===== src/rtl/coin_acceptor.sv =====
// coin_acceptor: synchronises and debounces three coin sensors and serialises each coin into one pulse.
// Optional macro COIN_AUDIT_EN adds saturating pulse/reject audit counters.
module coin_acceptor #(
   parameter int DEBOUNCE_CYCLES = 4,
   parameter int GAP_CYCLES      = 1
) (
   input  logic       clk,
   input  logic       reset,
   input  logic       n_raw,
   input  logic       d_raw,
   input  logic       q_raw,
   input  logic       accept_en,
   output logic       n,
   output logic       d,
   output logic       q,
   output logic       reject,
   output logic [1:0] reject_type,
`ifdef COIN_AUDIT_EN
   output logic       busy,
   output logic [7:0] n_cnt,
   output logic [7:0] d_cnt,
   output logic [7:0] q_cnt,
   output logic [7:0] rej_cnt
`else
   output logic       busy
`endif
);

   localparam int DCW = (DEBOUNCE_CYCLES > 1) ? $clog2(DEBOUNCE_CYCLES) : 1;
   localparam int GCW = (GAP_CYCLES > 1) ? $clog2(GAP_CYCLES) : 1;
   localparam logic [DCW-1:0] DB_LAST  = DCW'(DEBOUNCE_CYCLES - 1);
   localparam logic [GCW-1:0] GAP_LAST = GCW'((GAP_CYCLES > 0) ? (GAP_CYCLES - 1) : 0);

   typedef enum logic [1:0] {IDLE = 2'd0, EMIT = 2'd1, GAP = 2'd2} state_t;

   // Bit order everywhere is {quarter, dime, nickel}, so the highest set bit wins.
   function automatic logic [2:0] pick_hi(input logic [2:0] v);
      logic [2:0] r;
      r = 3'b000;
      if (v[2])      r = 3'b100;
      else if (v[1]) r = 3'b010;
      else if (v[0]) r = 3'b001;
      else           r = 3'b000;
      return r;
   endfunction

   function automatic logic [1:0] type_code(input logic [2:0] oh);
      logic [1:0] r;
      case (oh)
         3'b001:  r = 2'b01;
         3'b010:  r = 2'b10;
         3'b100:  r = 2'b11;
         default: r = 2'b00;
      endcase
      return r;
   endfunction

   logic [2:0]     raw_s;
   logic [2:0]     sync1_r, sync2_r, filt_r, rise_r;
   logic [DCW-1:0] db_cnt_r [3];
   logic [2:0]     pend_r, rej_pend_r;
   state_t         state_r;
   logic [GCW-1:0] gap_cnt_r;
   logic           free_s;
   logic [2:0]     take_s, pend_keep_s, acc_s, rej_all_s, rej_sel_s, pend_nxt_s;

   assign raw_s = {q_raw, d_raw, n_raw};

   // Synchroniser and per-channel debounce filter with rising-edge detect
   always_ff @(posedge clk or negedge reset) begin
      if (!reset) begin
         sync1_r <= 3'b000;
         sync2_r <= 3'b000;
         filt_r  <= 3'b000;
         rise_r  <= 3'b000;
         for (int i = 0; i < 3; i++) db_cnt_r[i] <= DCW'(0);
      end else begin
         sync1_r <= raw_s;
         sync2_r <= sync1_r;
         for (int i = 0; i < 3; i++) begin
            if (sync2_r[i] != filt_r[i]) begin
               if (db_cnt_r[i] == DB_LAST) begin
                  filt_r[i]   <= sync2_r[i];
                  db_cnt_r[i] <= DCW'(0);
                  rise_r[i]   <= sync2_r[i];
               end else begin
                  db_cnt_r[i] <= db_cnt_r[i] + DCW'(1);
                  rise_r[i]   <= 1'b0;
               end
            end else begin
               db_cnt_r[i] <= DCW'(0);
               rise_r[i]   <= 1'b0;
            end
         end
      end
   end

   // Dispatch and admission: a bit being emitted this edge frees its slot for a new event
   always_comb begin
      free_s = 1'b0;
      case (state_r)
         IDLE:    free_s = 1'b1;
         EMIT:    free_s = (GAP_CYCLES == 0);
         GAP:     free_s = (gap_cnt_r == GAP_LAST);
         default: free_s = 1'b1;
      endcase
      if (free_s) take_s = pick_hi(pend_r);
      else        take_s = 3'b000;
      pend_keep_s = pend_r & ~take_s;
      acc_s       = rise_r & ~pend_keep_s & {3{accept_en}};
      rej_all_s   = rej_pend_r | (rise_r & ~acc_s);
      rej_sel_s   = pick_hi(rej_all_s);
      pend_nxt_s  = pend_keep_s | acc_s;
   end

   // Pending coin bits and one-per-cycle reject reporting
   always_ff @(posedge clk or negedge reset) begin
      if (!reset) begin
         pend_r      <= 3'b000;
         rej_pend_r  <= 3'b000;
         reject      <= 1'b0;
         reject_type <= 2'b00;
      end else begin
         pend_r      <= pend_nxt_s;
         rej_pend_r  <= rej_all_s & ~rej_sel_s;
         reject      <= |rej_all_s;
         reject_type <= type_code(rej_sel_s);
      end
   end

   // Emit FSM; when the gap expires with work pending it re-enters EMIT without an extra idle cycle
   always_ff @(posedge clk or negedge reset) begin
      if (!reset) begin
         state_r   <= IDLE;
         gap_cnt_r <= GCW'(0);
         {q, d, n} <= 3'b000;
         busy      <= 1'b0;
      end else begin
         case (state_r)
            IDLE, GAP: begin
               if (state_r == GAP && gap_cnt_r != GAP_LAST) begin
                  gap_cnt_r <= gap_cnt_r + GCW'(1);
                  {q, d, n} <= 3'b000;
                  busy      <= 1'b1;
               end else if (|take_s) begin
                  state_r   <= EMIT;
                  {q, d, n} <= take_s;
                  busy      <= 1'b1;
               end else begin
                  state_r   <= IDLE;
                  {q, d, n} <= 3'b000;
                  busy      <= |pend_nxt_s;
               end
            end
            EMIT: begin
               if (GAP_CYCLES > 0) begin
                  state_r   <= GAP;
                  gap_cnt_r <= GCW'(0);
                  {q, d, n} <= 3'b000;
                  busy      <= 1'b1;
               end else if (|take_s) begin
                  state_r   <= EMIT;
                  {q, d, n} <= take_s;
                  busy      <= 1'b1;
               end else begin
                  state_r   <= IDLE;
                  {q, d, n} <= 3'b000;
                  busy      <= |pend_nxt_s;
               end
            end
            default: begin
               state_r   <= IDLE;
               {q, d, n} <= 3'b000;
               busy      <= 1'b0;
            end
         endcase
      end
   end

`ifdef COIN_AUDIT_EN
   // Saturating audit counters of emitted pulses and rejects
   always_ff @(posedge clk or negedge reset) begin
      if (!reset) begin
         n_cnt   <= 8'd0;
         d_cnt   <= 8'd0;
         q_cnt   <= 8'd0;
         rej_cnt <= 8'd0;
      end else begin
         if (n && n_cnt != 8'hFF)        n_cnt   <= n_cnt + 8'd1;
         if (d && d_cnt != 8'hFF)        d_cnt   <= d_cnt + 8'd1;
         if (q && q_cnt != 8'hFF)        q_cnt   <= q_cnt + 8'd1;
         if (reject && rej_cnt != 8'hFF) rej_cnt <= rej_cnt + 8'd1;
      end
   end
`endif

endmodule

===== config.mk =====
export PLATFORM = sky130hd
export DESIGN_NAME = coin_acceptor
export DESIGN_NICKNAME = d
export VERILOG_FILES = /design/src/rtl/coin_acceptor.sv
export SDC_FILE = /design/constraint.sdc
export NUM_CORES = 1
export LEC_CHECK = 0
export BUFFER_PORTS_ARGS = -buffer_cell sky130_fd_sc_hd__buf_2
export CORE_AREA = 3 3 52 54
export CTS_CLUSTER_DIAMETER = 50
export DETAILED_ROUTE_END_ITERATION = 10
export DIE_AREA = 0 0 55 57
export HOLD_SLACK_MARGIN = 0.1
export PLACE_DENSITY = 0.72
export SLEW_MARGIN = 20
export SYNTH_ARGS = -nofsm -noshare
export SYNTH_HDL_FRONTEND = slang
export SYNTH_SLANG_ARGS = --single-unit

===== constraint.sdc =====
create_clock -name clk -period 2.3 [get_ports clk]
set_clock_uncertainty 0.15 [all_clocks]
set_input_delay 0.115 -clock clk [delete_from_list [all_inputs] [get_ports clk]]
set_output_delay 0.115 -clock clk [all_outputs]
set_load 0.02 [all_outputs]

==> results by group <==
Status
  – Status: finished, final reports clean

Floorplan
  – Die area: 3140 µm²
  – Core area: 2250 µm²
  – IO Pins: 13
  – Die height: 57 µm
  – Initial core utilization: 0.546
  – Die X-Extent: 55 µm
  – # rows: 17

Worst setup path
  – Cell Chain, Critical Path: nand3b_2 > nand3b_1 > a22o_1 > o41a_1
  – Critical Path RT: 2.36 ns
  – CP max stage delay: 0.44 ns
  – Crit path DAT: 1.67 ns
  – Worst R2R Path Depth: 4
  – Worst r2r src: state_r[0]
  – R2R setup slack: 0.68 ns
  – Worst Path Max Fanout: 7
  – Setup CP Type: flip-flop to flip-flop
  – Critical Path Sink Type: flip-flop
  – Slowest-stage cell, CP: dfrtp_1
  – Nature of the critical path startpoint: flip-flop
  – Worst R2R End: busy

Cells and area
  – Fin util: 0.648
  – Layout cells sized above 1: 0.200
  – FILL cells: 198
  – Area delta synth->final: 18.7%
  – Antenna diodes: 0
  – NumNets Final: 128

Synthesis
  – Syn_nets: 104
  – Post-synthesis average cell area: 13.0 µm²
  – Mapped Area: 1230 µm²
  – Yosys reg bits: 33
  – Post-synth top area cell: dfrtp_1
  – Seq/Total Area, Yosys: 0.671
  – Top cells by area, synth: dfrtp_1, ha_1, nor2b_1
  – Commonest cells in the netlist: dfrtp_1, nand2_1, nor2b_1
  – Compound-Gate Fraction of Synth Area: 0.0874
  – Cells after Synth: 95
  – Synthesized-area fraction occupied by adder cells: 0.0305
  – Post-synth top flop: dfrtp_1
  – Count leader, synth: dfrtp_1
  – Synth Area in Simple Gates: 0.160
  – Mux contribution to synthesized area: 0.0183
  – Xor-xnor portion of the synthesized cell area: 0.0213
  – Yosys top cell area share: 0.671
  – Synth cell types: 32
  – EDFF count, synth: 0
  – Largest family of logic cells by synthesized area: simple AND/OR/NAND/NOR gates
  – Fraction of registers with async set/reset: 1.00
  – Synth Warn #: 0

Place
  – Buffers on Ports: 12
  – Setup slack after placement: 0.704 ns
  – Placer congestion estimate: 0.880
  – HPWL Detailed: 1.34 mm

Power and ir drop
  – Pwr per Cell Area: 961 nW/µm²
  – Static Leak: 0.000769 µW
  – Peak supply drop: 0.599 mV

Clock network
  – Register clock-pin slew on the reported worst setup and hold paths: 0.09 ns
  – H-tree Lvls: 2
  – Setup bufs post-CTS: 0
  – Worst-Skew Late Latency: 0.32 ns
  – Clk root buf: clkbuf_4
  – Inserted Clock Buffers: 5
  – Clk sinks: 33
  – Maximum root-to-sink buffer count: 2
  – CTS tree: yes

GRT
  – Largest net degree at the start of global routing: 34
  – GR Util All Layers: 0.149
  – Antenna violations before repair: 0
  – Vias in the first global route: 752
  – First-pass GRT wire length: 3.24 mm
  – GRT Residual Overflow: 0

Timing
  – Fmax: 0.619 GHz
  – Worst setup margin: 0.683 ns
  – RSZ-0062 raised after global routing: false
  – Setup TNS: 0 ns
  – Worst rel slew slack: 0.549
  – Final worst path period share: 0.703
  – Worst-Margin Slew: 0.676 ns
  – Final setup fails: 0
  – Slew Viols, Final: 0
  – Min Tclk post-route: 1.62 ns
  – Final Hold Fails: 0

Routing
  – Average wire per standard cell: 12.6 µm
  – Drt pass-1 iters: 4
  – # DRC: 0
  – Drt total wl: 1.86 mm
  – Final ANT Viol Nets: 0
  – Initial DRC count: 14
  – Vias post-DR: 783
  – Via/cell ratio: 5.29

Min path
  – Worst Hold Class: input port to asynchronous set/reset pin

Job
  – Max cap viols: 0
==> layer usage <==
metal	up-vias	global-route usage	part of all wire
met2	19	0.216	0.46
met5	-	0	0
met1	384	0.179	0.45
met4	0	0.104	0.025
met3	5	0.0548	0.055
li1	375	-	-
==> metrics by stage <==
step	hold WS, ns	power, µW	std cells	instance area (µm²)
after floorplan	-0.331	903	95	1230
after global placement	0.0387	956	135	1330
after detailed placement	0.0470	975	135	1330
after CTS	0.211	1420	148	1460
after global routing	0.215	1490	148	1460
final	0.207	1400	148	1460
==> what timing repair did <==
item / 4_1_cts / 5_1_grt
hold buffers: 5 / 0
endpoints found under the hold margin: 44 / 0
resized for setup: 0 / 0
==> power by group <==
part           internal (µW)  switching, µW
logic                    119            108
registers                676           63.1
clock network            260            179
total                   1050            350
==> worst max path at each step <==
stage / start / end / slack (ns) / cells past startpoint
after floorplan: state_r[0] / busy / 0.80 / 4
after global placement: state_r[0] / busy / 0.75 / 4
after detailed placement: state_r[0] / busy / 0.70 / 4
after CTS: state_r[0] / busy / 0.69 / 4
after global routing: state_r[0] / busy / 0.60 / 4
final: state_r[0] / busy / 0.68 / 4
==> placed cells by master (no fill, tap or decap) <==
cell           synthesis  final
a21o_1                 1      1
a22o_1                 1      1
nor2b_1                5      5
o31ai_1                1      1
buf_2                  0     12
clkbuf_1               0      1
mux2_2                 2      2
and2_1                 1      1
and3b_1                2      2
inv_1                  4      4
o21ai_1                1      1
xnor2_1                3      3
nand3b_1               1      1
nand3_1                3      3
and3_2                 1      1
nor3_1                 4      4
a21oi_1                1      1
a31oi_1                2      2
a21boi_1               1      1
o41a_1                 1      1
and3_1                 1      1
a31o_1                 1      1
o2bb2ai_1              1      1
a21boi_0               1      1
ha_1                   3      3
bufinv_16              0      1
nand3b_2               1      1
o21ai_0                2      2
nand2b_1               2      2
nor3b_1                1      1
nand2b_2               1      1
dfrtp_1               33     33
clkbuf_8               0      1
dlygate4sd3_1          0      5
a211oi_1               1      1
nand2_1                8      8
clkbuf_4               0      5
nor2_1                 4      4
==> state kept, by name, summed over array words and instances (netlist names), 2 cells and up <==
signal	flops
sync1_r	3
state_r	2
pend_r	3
sync2_r	3
rej_pend_r	2
filt_r	3
rise_r	3
db_cnt_r	6
reject_type	2
==> layout make-up <==
class	count	area, µm²	share of cell area
inverters	4	15.0	0.0103
repair buffers	17	110	0.0753
clock buffers	7	55.1	0.0377
multi-input cells	58	390	0.267
well taps	28	35.0	0.0240
flip-flops and latches	33	826	0.565
clock inverters	1	30.0	0.0205
==> critical path: cells and delay by family, from the launching register on <==
kind / cells / cell delay [ns]
AO/OA/AOI/OAI: 2 / 0.59
AND/OR/NAND/NOR: 2 / 0.31
flip-flops: 1 / 0.44
==> kinds of logic after synthesis <==
family	Yosys count
AOI/OAI and AO/OA	15
xor gates and xnor gates	3
adders and majority gates	3
buffers and inverters	4
DFF	33
muxes	2
and+or+nand+nor	35
No activity file was read; power rests on OpenSTA's default activity.
